<file path="config.mk">
export PLATFORM = sky130hd
export DESIGN_NAME = pmem_burst_bridge_flat
export DESIGN_NICKNAME = d
export VERILOG_FILES = /design/src/rtl/pmem_burst_bridge_pkg.sv /design/src/rtl/pmem_burst_bridge_if.sv /design/src/rtl/pmem_burst_bridge_line_beat_mux.sv /design/src/rtl/pmem_burst_bridge.sv /design/src/flat_wrapper.sv
export SDC_FILE = /design/constraint.sdc
export NUM_CORES = 1
export LEC_CHECK = 0
export BUFFER_PORTS_ARGS = -buffer_cell sky130_fd_sc_hd__buf_2
export CAP_MARGIN = 25
export CORE_AREA = 2 2 265 267
export DETAILED_ROUTE_END_ITERATION = 8
export DIE_AREA = 0 0 267 269
export PLACE_DENSITY = 0.75
export SLEW_MARGIN = 30
export SYNTH_ARGS = -nofsm -noshare
export SYNTH_HDL_FRONTEND = slang
export SYNTH_HIERARCHICAL = 1
export SYNTH_SLANG_ARGS = --single-unit
</file>
<file path="constraint.sdc">
create_clock -name clk -period 6.4 [get_ports clk]
set_clock_uncertainty 0.2 [all_clocks]
set_input_delay 1.28 -clock clk [delete_from_list [all_inputs] [get_ports clk]]
set_output_delay 1.28 -clock clk [all_outputs]
set_load 0.02 [all_outputs]
</file>
<file path="src/rtl/pmem_burst_bridge_pkg.sv">
// pmem_burst_bridge_pkg: lc3b line/word/beat types shared by the burst bridge.
// Rev 1.0
`default_nettype none

package pmem_burst_bridge_pkg;
    localparam int LINE_WIDTH         = 256;
    localparam int DEFAULT_BEAT_WIDTH = 64;
    localparam int LINE_OFFSET_BITS   = 5;

    typedef logic [15:0]                   lc3b_word;
    typedef logic [LINE_WIDTH-1:0]         lc3b_c2_line;
    typedef logic [DEFAULT_BEAT_WIDTH-1:0] lc3b_beat;
endpackage

`default_nettype wire

</file>
<file path="src/rtl/pmem_burst_bridge_if.sv">
// pmem_burst_bridge_if: line-side (EWB) and beat-side (pmem bus) signals of the bridge.
// Rev 1.0
`default_nettype none

interface pmem_burst_bridge_if #(
    parameter int BEAT_WIDTH = 64
);
    import pmem_burst_bridge_pkg::*;

    logic                  line_read;
    logic                  line_write;
    lc3b_word              line_address;
    lc3b_c2_line           line_wdata;
    logic                  line_resp;
    lc3b_c2_line           line_rdata;
    logic                  bus_read;
    logic                  bus_write;
    lc3b_word              bus_address;
    logic [BEAT_WIDTH-1:0] bus_wdata;
    logic                  bus_resp;
    logic [BEAT_WIDTH-1:0] bus_rdata;

    // Bridge view
    modport slave (
        input  line_read, line_write, line_address, line_wdata, bus_resp, bus_rdata,
        output line_resp, line_rdata, bus_read, bus_write, bus_address, bus_wdata
    );

    // Upstream + memory model view
    modport master (
        output line_read, line_write, line_address, line_wdata, bus_resp, bus_rdata,
        input  line_resp, line_rdata, bus_read, bus_write, bus_address, bus_wdata
    );
endinterface

`default_nettype wire

</file>
<file path="src/rtl/pmem_burst_bridge_line_beat_mux.sv">
// line_beat_mux: selects beat slice i_sel of a 256-bit line.
// Rev 1.0
`default_nettype none

module line_beat_mux
    import pmem_burst_bridge_pkg::*;
#(
    parameter int BEAT_WIDTH = 64,
    parameter int BEATS      = 4,
    parameter int CNT_W      = 2
) (
    input  lc3b_c2_line           i_line,
    input  logic [CNT_W-1:0]      i_sel,
    output logic [BEAT_WIDTH-1:0] o_beat
);
    always_comb begin
        o_beat = '0;
        for (int b = 0; b < BEATS; b++) begin
            if (i_sel == CNT_W'(b)) begin
                o_beat = i_line[b*BEAT_WIDTH +: BEAT_WIDTH];
            end
        end
    end
endmodule

`default_nettype wire

</file>
<file path="src/rtl/pmem_burst_bridge.sv">
// pmem_burst_bridge: splits line requests into in-order bus beat bursts and reassembles reads.
// Optional perf counters via PMEM_BRIDGE_PERF_EN. Rev 1.0
`default_nettype none

module pmem_burst_bridge
    import pmem_burst_bridge_pkg::*;
#(
    parameter int BEAT_WIDTH = DEFAULT_BEAT_WIDTH
) (
    input  wire logic               clk,
    input  wire logic               rst_n,
    pmem_burst_bridge_if.slave      bif
`ifdef PMEM_BRIDGE_PERF_EN
    ,
    output logic [15:0]             perf_read_count,
    output logic [15:0]             perf_write_count
`endif
);
    localparam int BEATS = LINE_WIDTH / BEAT_WIDTH;
    localparam int CNT_W = (BEATS > 1) ? $clog2(BEATS) : 1;

    typedef enum logic [1:0] {
        IDLE        = 2'd0,
        READ_BURST  = 2'd1,
        WRITE_BURST = 2'd2,
        DONE        = 2'd3
    } state_t;

    state_t                r_state;
    state_t                w_state_next;
    logic [CNT_W-1:0]      r_cnt;
    lc3b_word              r_addr;
    lc3b_c2_line           r_line;
    lc3b_c2_line           r_rdata;
    logic                  r_is_read;
    logic                  w_last;
    lc3b_word              w_aligned;
    lc3b_c2_line           w_line_asm;
    logic [BEAT_WIDTH-1:0] w_beat;

    assign w_last    = (r_cnt == CNT_W'(BEATS - 1));
    assign w_aligned = bif.line_address & ~lc3b_word'({LINE_OFFSET_BITS{1'b1}});

    line_beat_mux #(
        .BEAT_WIDTH (BEAT_WIDTH),
        .BEATS      (BEATS),
        .CNT_W      (CNT_W)
    ) u_beat_mux (
        .i_line (r_line),
        .i_sel  (r_cnt),
        .o_beat (w_beat)
    );

    // Read assembly: drop the incoming beat into slot r_cnt of the line buffer
    always_comb begin
        w_line_asm = r_line;
        for (int b = 0; b < BEATS; b++) begin
            if (r_cnt == CNT_W'(b)) begin
                w_line_asm[b*BEAT_WIDTH +: BEAT_WIDTH] = bif.bus_rdata;
            end
        end
    end

    always_comb begin
        w_state_next = r_state;
        case (r_state)
            IDLE: begin
                if (bif.line_write) begin
                    w_state_next = WRITE_BURST;
                end else if (bif.line_read) begin
                    w_state_next = READ_BURST;
                end
            end
            READ_BURST, WRITE_BURST: begin
                if (bif.bus_resp && w_last) begin
                    w_state_next = DONE;
                end
            end
            default: w_state_next = IDLE;
        endcase
    end

    // Bus strobes decode straight from state so an async reset drops them at once
    assign bif.bus_read    = (r_state == READ_BURST);
    assign bif.bus_write   = (r_state == WRITE_BURST);
    assign bif.line_resp   = (r_state == DONE);
    assign bif.bus_wdata   = (r_state == WRITE_BURST) ? w_beat : '0;
    assign bif.bus_address = r_addr;
    assign bif.line_rdata  = r_rdata;

    always_ff @(posedge clk or negedge rst_n) begin
        if (!rst_n) begin
            r_state   <= IDLE;
            r_cnt     <= '0;
            r_addr    <= '0;
            r_line    <= '0;
            r_rdata   <= '0;
            r_is_read <= 1'b0;
        end else begin
            r_state <= w_state_next;
            case (r_state)
                IDLE: begin
                    if (bif.line_write) begin
                        r_line    <= bif.line_wdata;
                        r_addr    <= w_aligned;
                        r_cnt     <= '0;
                        r_is_read <= 1'b0;
                    end else if (bif.line_read) begin
                        r_addr    <= w_aligned;
                        r_cnt     <= '0;
                        r_is_read <= 1'b1;
                    end
                end
                READ_BURST: begin
                    if (bif.bus_resp) begin
                        r_line <= w_line_asm;
                        r_cnt  <= w_last ? '0 : r_cnt + 1'b1;
                        if (w_last) begin
                            r_rdata <= w_line_asm;
                        end
                    end
                end
                WRITE_BURST: begin
                    if (bif.bus_resp) begin
                        r_cnt <= w_last ? '0 : r_cnt + 1'b1;
                    end
                end
                default: ;
            endcase
        end
    end

`ifdef PMEM_BRIDGE_PERF_EN
    always_ff @(posedge clk or negedge rst_n) begin
        if (!rst_n) begin
            perf_read_count  <= '0;
            perf_write_count <= '0;
        end else if (r_state == DONE) begin
            if (r_is_read && (perf_read_count != 16'hFFFF)) begin
                perf_read_count <= perf_read_count + 16'd1;
            end
            if (!r_is_read && (perf_write_count != 16'hFFFF)) begin
                perf_write_count <= perf_write_count + 16'd1;
            end
        end
    end
`endif
endmodule

`default_nettype wire

</file>
<file path="src/flat_wrapper.sv">
// flat-port wrapper written by rule: the top's interface ports become plain ports
module pmem_burst_bridge_flat import pmem_burst_bridge_pkg::*;
#(
    parameter int BEAT_WIDTH = DEFAULT_BEAT_WIDTH
)
  (clk, rst_n, bif_line_read, bif_line_write, bif_line_address, bif_line_wdata, bif_bus_resp, bif_bus_rdata, bif_line_resp, bif_line_rdata, bif_bus_read, bif_bus_write, bif_bus_address, bif_bus_wdata);
  pmem_burst_bridge_if #(.BEAT_WIDTH(BEAT_WIDTH)) bif_i ();
  input  wire logic clk;
  input  wire logic rst_n;
  input wire logic [$bits(bif_i.line_read)-1:0] bif_line_read;
  input wire logic [$bits(bif_i.line_write)-1:0] bif_line_write;
  input wire logic [$bits(bif_i.line_address)-1:0] bif_line_address;
  input wire logic [$bits(bif_i.line_wdata)-1:0] bif_line_wdata;
  input wire logic [$bits(bif_i.bus_resp)-1:0] bif_bus_resp;
  input wire logic [$bits(bif_i.bus_rdata)-1:0] bif_bus_rdata;
  output wire logic [$bits(bif_i.line_resp)-1:0] bif_line_resp;
  output wire logic [$bits(bif_i.line_rdata)-1:0] bif_line_rdata;
  output wire logic [$bits(bif_i.bus_read)-1:0] bif_bus_read;
  output wire logic [$bits(bif_i.bus_write)-1:0] bif_bus_write;
  output wire logic [$bits(bif_i.bus_address)-1:0] bif_bus_address;
  output wire logic [$bits(bif_i.bus_wdata)-1:0] bif_bus_wdata;
  assign bif_i.line_read = bif_line_read;
  assign bif_i.line_write = bif_line_write;
  assign bif_i.line_address = bif_line_address;
  assign bif_i.line_wdata = bif_line_wdata;
  assign bif_i.bus_resp = bif_bus_resp;
  assign bif_i.bus_rdata = bif_bus_rdata;
  assign bif_line_resp = bif_i.line_resp;
  assign bif_line_rdata = bif_i.line_rdata;
  assign bif_bus_read = bif_i.bus_read;
  assign bif_bus_write = bif_i.bus_write;
  assign bif_bus_address = bif_i.bus_address;
  assign bif_bus_wdata = bif_i.bus_wdata;
  pmem_burst_bridge #(.BEAT_WIDTH(BEAT_WIDTH)) u_core (.clk(clk), .rst_n(rst_n), .bif(bif_i));
endmodule
</file>
Word-level counts from Yosys, hierarchy flattened
Index checks and enable logic that the tools add are counted.
- register bits after elaboration: 532
- bits in latches: 0
- bits of input ports: 341
- bits in writable memories: 0
- output and inout bits: 339
- logic and storage cells: 52
- memories kept: 0
- memory bits (read-only): 0
- multipliers: 0
- div/mod/pow operators: 0
- order comparisons: 0
- reductions and logical operators: 12
- equality and inequality tests: 11
- mux-type cells: 23
- bitwise gates (word level): 0
- shift operators: 0
- add/sub/neg operators: 1
- operator list (kind ; count):
    2-to-1 mux 64 bit ; 9
    2-to-1 mux 256 bit ; 2
    one-hot mux 256 bit (2 select lines) ; 1
    2-to-1 mux 16 bit ; 2
    2-to-1 mux 2 bit ; 7
    AND reduction 3 bit ; 3
    == test 2 bit (second input constant) ; 4
    one-hot mux 2 bit (2 select lines) ; 2
    nonzero test 2 bit ; 3
    == test 2 x 1 -> 1 bit (second input constant) ; 2
    logical NOT 2 bit ; 2
    != test 2 x 1 -> 1 bit (second input constant) ; 2
    != test 2 bit (second input constant) ; 2
    AND reduction 2 bit ; 2
    != test 3 bit (second input constant) ; 1
    adder 2 x 1 -> 2 bit (second input constant) ; 1
    OR reduction 2 bit ; 1
    logical AND 1 bit ; 1

Logic depth before layout (Yosys ltp)
Gate-level depths: netlist of the first run.
- depth in word-level cells: 6
- gate-level depth with buffers: 9
- gate-level depth less buffers: 5

Modules after synthesis
The synthesis of the first run kept the hierarchy.
- by module, submodules not included (module ; area an instance (um2) ; times used ; cells each ; seq. area each (um2)):
    pmem_burst_bridge ; 26581.7 ; 1 ; 2404 ; 13187.6
    line_beat_mux ; 1622.8 ; 1 ; 78 ; 0.0

Least setup slack after synthesis of the first run
Ideal clock, no wire load.
- path type: register to output
- start: register u_core.r_state[0]
- end: output port bif_bus_wdata[10]
- slack: 3.396 ns
- data required time: 4.920 ns
- arrival: 1.524 ns
- cell stages (with the launch flop): 6
- buffers on the path: 2
- path through: dfrtp_1 inv_1 ha_1 clkbuf_1 clkbuf_1 and2_1
- cells in the longest elaborated chain, start to end: 2
- RTL lines (item ; RTL line ; source):
    start, declared ; pmem_burst_bridge.sv:29 ; state_t r_state;
    start signal, assigned ; pmem_burst_bridge.sv:100 ; r_state <= w_state_next;
    == test 2 bit ; n/a ;
    via bif_bus_write ; flat_wrapper.sv:19 ; output wire logic [$bits(bif_i.bus_write)-1:0] bif_bus_write;
    2-to-1 mux 64 bit ; pmem_burst_bridge.sv:87 ; assign bif.bus_wdata = (r_state == WRITE_BURST) ? w_beat : '0;
    end, declared ; flat_wrapper.sv:21 ; output wire logic [$bits(bif_i.bus_wdata)-1:0] bif_bus_wdata;
The timed path passes the listed nets, and every way through them passes these cells.

Worst setup path after layout of the first run
- start: register u_core.r_cnt[0]
- end: output port bif_bus_wdata[31]
- cells in the longest elaborated chain, start to end: 6
- elaborated cells between the ends (all ways): 9
- classes of those cells: 3 x eq/ne; 5 x mux; 1 x reduce/logical
- RTL lines (item ; RTL line ; source):
    start, declared ; pmem_burst_bridge.sv:31 ; logic [CNT_W-1:0] r_cnt;
    start signal, assigned ; pmem_burst_bridge.sv:117 ; r_cnt <= w_last ? '0 : r_cnt + 1'b1;
    start signal, assigned ; pmem_burst_bridge.sv:125 ; r_cnt <= w_last ? '0 : r_cnt + 1'b1;
    logical NOT 2 bit ; pmem_burst_bridge_line_beat_mux.sv:19 ; if (i_sel == CNT_W'(b)) begin
    2-to-1 mux 64 bit (3 in a row) ; pmem_burst_bridge_line_beat_mux.sv:19 ;
    2-to-1 mux 64 bit (*) ; pmem_burst_bridge_line_beat_mux.sv:19 ;
    via u_core.w_beat[31] ; pmem_burst_bridge.sv:39 ; logic [BEAT_WIDTH-1:0] w_beat;
    2-to-1 mux 64 bit (*) ; pmem_burst_bridge.sv:87 ;
Mark *: on every way through the listed nets, which the timed path passes. The rest lies on a longest branch.

==> results.json, run 1 <==
{
  "cts_hold_buf": 0,
  "clock_sinks": 527,
  "die_area_um2": 71800,
  "p_per_area_nw_per_um2": 611,
  "cts_setup_buffers": 0,
  "n_fill_cell": 6192,
  "min-delay-start": "u_core/bif.line_rdata[53]$_DFFE_PN0P_",
  "clk-insertion-delay-late_ns": 0.61,
  "critPathRequiredTime_ns": 4.92,
  "ys.flop_type": "dfrtp_1",
  "ff2ff_setup_slack_ns": 2.54,
  "crit_buf_inv": 2,
  "die_w_um": 267,
  "grt_pass1_wl_mm": 154,
  "synth.area.top_cells": "dfrtp_1 (47%), a221o_1 (9.0%), mux2i_1 (6.8%)",
  "dp_slack_ns": 2.34,
  "syn_to_final_growth_pct": 20.8,
  "crit_family": "buffers and inverters",
  "reg2reg_from": "u_core/r_cnt[0]$_DFFE_PN0P_",
  "cts_tree": "yes",
  "r2r_cells": 6,
  "crit_arrival_ns": 3.07,
  "synth_cell_type_count": 40,
  "cts.root.buffer_cell": "clkbuf_16",
  "status": "finished clean",
  "worst_slack_ns": 1.85,
  "track_usage_pct": 27.6,
  "end_kind": "primary output",
  "maxSlewHeadroom_pct": 27.7,
  "overflow": 0,
  "power_switching_w": 0.00939,
  "grt_pass1_vias": 24784,
  "final_max_slew_viol_count": 0,
  "period_needed_ns": 4.55,
  "cp_max_fo": 25,
  "ys_ff_latch": 527,
  "fmax_ghz": 0.220,
  "p_seq_share_pct": 31.2,
  "yosys_warnings": 6,
  "drc": 0,
  "pin_count": 680,
  "dpl.hpwl_mm": 63.6,
  "cts_buffers": 58,
  "min_period_over_period_pct": 71.1,
  "io_buffers": 669,
  "start_util_pct": 40.7,
  "via_count": 25541,
  "syn_area_per_cell_um2": 11.4,
  "synth_top_area_share_pct": 46.8,
  "setup_tns_ns": 0,
  "p_int_w": 0.0114,
  "dr.pass1.iters": 5,
  "htreeDepth": 2,
  "start_kind": "flip-flop",
  "cap_violations": 0,
  "hold_viol": 0,
  "synth_cells": 2482,
  "routed_wl_mm": 104,
  "p_sw_share_pct": 45.1,
  "async_flop_share_pct": 100,
  "ant_nets": 0,
  "hp-class": "flip-flop to flip-flop",
  "drt-wirelength-per-cell_um": 26.2,
  "syn_area_um2": 28200,
  "rr_endpoint": "u_core/r_line[187]$_DFFE_PN0P_",
  "holdPathEnd": "u_core/bif.line_rdata[53]$_DFFE_PN0P_",
  "vdd_ir_drop_max_v": 0.000422,
  "drive_above_1_share_pct": 29.8,
  "first_iter_violations": 3257,
  "p_clk_share_pct": 16.9,
  "tightest_slew_ns": 1.08,
  "ctsResizeCount": 0,
  "path_class": "flip-flop to primary output",
  "yosysSeqAreaShare_pct": 46.8,
  "combPwrFrac_pct": 51.9,
  "worstHoldPathCells": 2,
  "cts_max_path_buffers": 3,
  "antenna_found_initial": 42,
  "p_leak_nw": 15.6,
  "worst_path_max_delay_cell": "dfrtp_4",
  "row_count": 97,
  "finalNetCount": 3314,
  "clkTransAtPathRegs_ns": 0.06,
  "grt_start_max_net_pins": 194,
  "yosys.area.top_type": "dfrtp_1",
  "setup_viol_count_final": 0,
  "avgViaCountPerCell": 6.43,
  "core_um2": 69300,
  "cpPeakStageDelay_ns": 0.80,
  "place_congestion": 0.870,
  "cp_cell_sequence": "buf_4 > mux4_2 > and2_1 > buf_2",
  "synth-edff-count": 0,
  "die_y_um": 269,
  "rsz0062_at_grt": "no"
}
-- cells by family (layout without fill, tap and decap cells) --
kind of cell / after synthesis / after routing / synth area share (%)
compound gates: 714 / 714 / 20.9
fa+ha+maj: 11 / 11 / 0.488
buf+inv: 307 / 822 / 5.05
flops: 527 / 527 / 46.8
mux: 335 / 335 / 15.1
other cells: 1 / 37 / 0.0133
simple gates: 587 / 587 / 11.6
-- Yosys cell counts (2+ instances only) --
master / instances
nor2b_1: 2
o21ai_1: 146
and2_1: 64
o21bai_1: 2
o41ai_1: 192
buf_2: 112
ha_1: 11
nand3b_1: 192
buf_1: 7
mux2_2: 13
inv_1: 5
o22ai_1: 2
mux2_1: 64
mux4_1: 4
a221o_1: 255
clkbuf_1: 165
buf_12: 6
nand2b_1: 2
a21oi_1: 3
and3_1: 63
nand2_1: 259
a22o_1: 2
buf_4: 7
o21ai_0: 47
a32o_1: 63
mux2i_1: 193
mux4_2: 60
dfrtp_1: 527
inv_2: 3
-- state kept, by name, summed over array words and instances, names as in the netlist --
signal,count
u_core/r_line,256
u_core/bif.bus_address,11
u_core/bif.line_rdata,256
u_core/r_state,2
u_core/r_cnt,2
-- cell type report --
| type | instances | area (um2) | area share, % |
|---|---|---|---|
| multi-input combinational | 1652 | 13700 | 40.3 |
| sequential | 527 | 13200 | 38.7 |
| timing repair buffer | 715 | 3880 | 11.4 |
| clock buffer | 84 | 1720 | 5.06 |
| tap | 940 | 1180 | 3.45 |
| clock inverter | 15 | 238 | 0.698 |
| antenna | 32 | 80.1 | 0.235 |
| inverter | 8 | 33.8 | 0.0992 |
-- metrics by stage --
| stage | hold slack [ns] | area (um2) | std cells | power [W] | util (%) |
|---|---|---|---|---|---|
| after floorplan | 0.295 | 28200 | 2486 | 0.0136 | - |
| after global placement | 0.259 | 32000 | 3840 | 0.0168 | 46.1 |
| after detailed placement | 0.264 | 32000 | 3840 | 0.0171 | 46.1 |
| after CTS | 0.278 | 33900 | 3939 | 0.0206 | 49.0 |
| after global routing | 0.295 | 34100 | 3968 | 0.0218 | 49.1 |
| final | 0.274 | 34100 | 3973 | 0.0208 | 49.2 |
-- metal layers --
metal / global-route usage (%) / wire length (um) / vias to the layer above
met5: 0 / 156 / -
li1: - / - / 10744
met4: 13.9 / 4500 / 24
met3: 6.41 / 11000 / 320
met1: 36.5 / 39800 / 12657
met2: 42.7 / 48900 / 1796
-- worst max path at each step --
stage	slack [ns]	from	end	depth (start not counted)
after floorplan	3.40	u_core/r_state[0]$_DFFE_PN0P_	bif_bus_wdata[10]	5
after global placement	2.36	bif_bus_resp	u_core/r_line[162]$_DFFE_PN0P_	5
after detailed placement	2.34	bif_bus_resp	u_core/r_line[114]$_DFFE_PN0P_	5
after CTS	1.79	u_core/r_cnt[0]$_DFFE_PN0P_	bif_bus_wdata[31]	4
after global routing	1.71	u_core/r_cnt[0]$_DFFE_PN0P_	bif_bus_wdata[31]	4
final	1.85	u_core/r_cnt[0]$_DFFE_PN0P_	bif_bus_wdata[31]	4
-- power by group through the flow --
stage               logic, W  clock network [W]  registers [W]
finish                0.0108            0.00351        0.00650
global route          0.0114            0.00366        0.00667
CTS                   0.0106            0.00354        0.00643
detailed placement    0.0106                  0        0.00646
global placement      0.0104                  0        0.00640
floorplan            0.00656                  0        0.00706
-- worst reg2reg max path: cells and delay by family (launching register included) --
| kind | cells | cell delay [ns] |
|---|---|---|
| flip-flops | 1 | 0.71 |
| adder cells (fa/ha/maj) | 1 | 0.52 |
| buffers and inverters | 3 | 1.61 |
| AO/OA/AOI/OAI | 2 | 0.75 |
-- placed cells by master, fill, tap and decap left out, drive strengths merged, types with 32 or more instances in the layout --
master  instances
mux2i         194
and2           64
mux2           77
diode          32
o21ai         193
a32o           63
nand2         259
a221o         255
buf           715
mux4           64
nand3b        192
clkbuf         84
o41ai         192
and3           63
dfrtp         527
Power figures use the tool's default switching activity.
==> run 2: changes to the inputs <==
--- a/config.mk
+++ b/config.mk
@@ -7,10 +7,10 @@
 export LEC_CHECK = 0
 export BUFFER_PORTS_ARGS = -buffer_cell sky130_fd_sc_hd__buf_2
 export CAP_MARGIN = 25
-export CORE_AREA = 2 2 265 267
+export CORE_AREA = 2 2 266 268
 export DETAILED_ROUTE_END_ITERATION = 8
-export DIE_AREA = 0 0 267 269
-export PLACE_DENSITY = 0.75
+export DIE_AREA = 0 0 268 270
+export PLACE_DENSITY = 0.74
 export SLEW_MARGIN = 30
 export SYNTH_ARGS = -nofsm -noshare
 export SYNTH_HDL_FRONTEND = slang
==> constraint.sdc (replaced) <==
create_clock -name clk -period 4.4 [get_ports clk]
set_clock_uncertainty 0.2 [all_clocks]
set_input_delay 0.88 -clock clk [delete_from_list [all_inputs] [get_ports clk]]
set_output_delay 0.88 -clock clk [all_outputs]
set_load 0.02 [all_outputs]
==> run 2 against run 1 <==
Against the previous run: count of clock-buffer cells in the layout is 6 higher; power is 45% higher; sequential power is 46% higher; non-clock buffer count is 5 higher; first-iteration DRC count hardly changed; global-route usage is 0.064 points higher; flip-flop and latch count stayed put; clock power is 42% higher; final cell count is 0.43% higher; combinational power is 45% higher; critical path type unchanged; highest routed layer unchanged.
==> results.json, run 2 (synthesized netlist as in run 1, its figures left out) <==
{
  "clock_sinks": 527,
  "cts_buffers": 57,
  "power_switching_w": 0.0136,
  "syn_to_final_growth_pct": 21.3,
  "path_class": "flip-flop to primary output",
  "critPathRequiredTime_ns": 3.32,
  "fin_total_pwr_w": 0.0302,
  "holdWs_ns": 0.129,
  "p_sw_share_pct": 45.1,
  "cts_hold_buf": 0,
  "status": "finished clean",
  "r2r_cells": 6,
  "multi_input_area_um2": 13700,
  "startpoint": "u_core/r_cnt[0]$_DFFE_PN0P_",
  "die_w_um": 268,
  "grt_start_max_net_pins": 201,
  "period_needed_ns": 4.07,
  "drc": 0,
  "io_buffers": 669,
  "clkTransAtPathRegs_ns": 0.06,
  "track_usage_pct": 27.7,
  "core_um2": 69500,
  "avgViaCountPerCell": 6.39,
  "setup_tns_ns": 0,
  "reg2reg_from": "u_core/r_cnt[0]$_DFFE_PN0P_",
  "start_kind": "flip-flop",
  "row_count": 97,
  "grt_pass1_vias": 24877,
  "cpPeakStageDelay_ns": 1.04,
  "cts_setup_buffers": 0,
  "final_max_slew_viol_count": 0,
  "setup_viol_count_final": 0,
  "maxSlewHeadroom_pct": 32.5,
  "p_leak_nw": 15.7,
  "min_period_over_period_pct": 92.5,
  "rr_endpoint": "u_core/r_line[229]$_DFFE_PN0P_",
  "crit_arrival_ns": 2.99,
  "finalNetCount": 3318,
  "p_clk_share_pct": 16.6,
  "antenna_found_initial": 47,
  "ctsResizeCount": 0,
  "overflow": 0,
  "cts.root.buffer_cell": "clkbuf_16",
  "via_count": 25504,
  "pin_count": 680,
  "p_seq_share_pct": 31.5,
  "ff2ff_setup_slack_ns": 1.10,
  "dr.pass1.iters": 6,
  "end_kind": "primary output",
  "dpl.hpwl_mm": 64.3,
  "cts_tree": "yes",
  "htreeDepth": 2,
  "cp_cell_sequence": "buf_12 > mux4_2 > and2_1 > buf_2",
  "rsz0062_at_grt": "no",
  "grt_pass1_wl_mm": 156,
  "cap_violations": 0,
  "die_area_um2": 72400,
  "p_per_area_nw_per_um2": 882,
  "routed_wl_mm": 104,
  "clk-insertion-delay-late_ns": 0.62,
  "tightest_slew_ns": 1.01,
  "final_cell_mix": "buf_2 (668), dfrtp_1 (525), nand2_1 (258)",
  "drive_above_1_share_pct": 30.0,
  "start_util_pct": 40.6,
  "hp-class": "input pin to async pin",
  "ant_nets": 0,
  "final_common_cell": "buf_2",
  "combPwrFrac_pct": 51.9,
  "first_iter_violations": 3259,
  "worst_slack_ns": 0.329,
  "drt-wirelength-per-cell_um": 26.2,
  "cts_max_path_buffers": 3,
  "place_congestion": 0.846,
  "die_y_um": 270,
  "regArea_um2": 13200,
  "cp_max_fo": 37,
  "worst_path_max_delay_cell": "dfrtp_4",
  "hold_viol": 0,
  "fmax_ghz": 0.246,
  "vdd_ir_drop_max_v": 0.000653,
  "n_fill_cell": 6274,
  "dp_slack_ns": 0.952,
  "p_int_w": 0.0166
}
[run 2: changes by cell type in the layout (fill, tap and decap cells not counted), sizes merged]
cell | previous run | this run
clkbuf | 84 | 90
buf | 715 | 720
clkinv | 9 | 14
diode | 32 | 36
bufinv | 6 | 3
clkinvlp | 1 | 2
inv | 7 | 6
[run 2: routing by layer]
layer  wire length, um  part of all wire [%]  track usage [%]  up-vias
met3              9910                   9.5             6.20      295
li1                  -                     -                -    10779
met5               116                  0.11                0        -
met4              4110                   3.9             12.8       20
met2             50200                    48             44.2     1631
met1             40000                    38             35.9    12779
[run 2: worst max-delay path: cells and delay by family, from the launching register on]
kind                   cells  cell delay [ns]
flip-flops                 1             1.04
multiplexers               1             0.58
buffers and inverters      2             0.50
AND/OR/NAND/NOR            1             0.19
[run 2: final cells by class]
type / instances / share of cell area [%]
antenna: 36 / 0.263
inverter: 8 / 0.0988
clock buffer: 90 / 5.15
multi-input combinational: 1652 / 40.1
sequential: 527 / 38.6
clock inverter: 17 / 0.516
timing repair buffer: 720 / 11.8
tap: 940 / 3.44
[run 2: worst max path at each step]
| stage | to | slack, ns | depth (start not counted) |
|---|---|---|---|
| 6_report | bif_bus_wdata[27] | 0.33 | 4 |
| 5_1_grt | bif_bus_wdata[27] | 0.22 | 4 |
| 4_1_cts | bif_bus_wdata[27] | 0.28 | 4 |
| 3_5_place_dp | bif_bus_wdata[27] | 0.95 | 4 |
| 3_3_place_gp | bif_bus_wdata[27] | 0.96 | 4 |
| 2_1_floorplan | bif_bus_wdata[10] | 1.80 | 5 |
[run 2: power groups by stage]
stage                     registers, W  logic, W  clock network [W]
after floorplan                 0.0103   0.00954                  0
after global placement         0.00938    0.0152                  0
after detailed placement       0.00947    0.0155                  0
after CTS                      0.00942    0.0155            0.00506
after global routing           0.00978    0.0166            0.00527
final                          0.00952    0.0157            0.00500
[run 2: per-stage QoR]
step	instances	instance area (um2)	utilization, %
floorplan	2486	28200	-
global placement	3846	32100	46.2
detailed placement	3846	32100	46.2
CTS	3953	34100	49.0
global route	3984	34200	49.2
finish	3990	34200	49.2
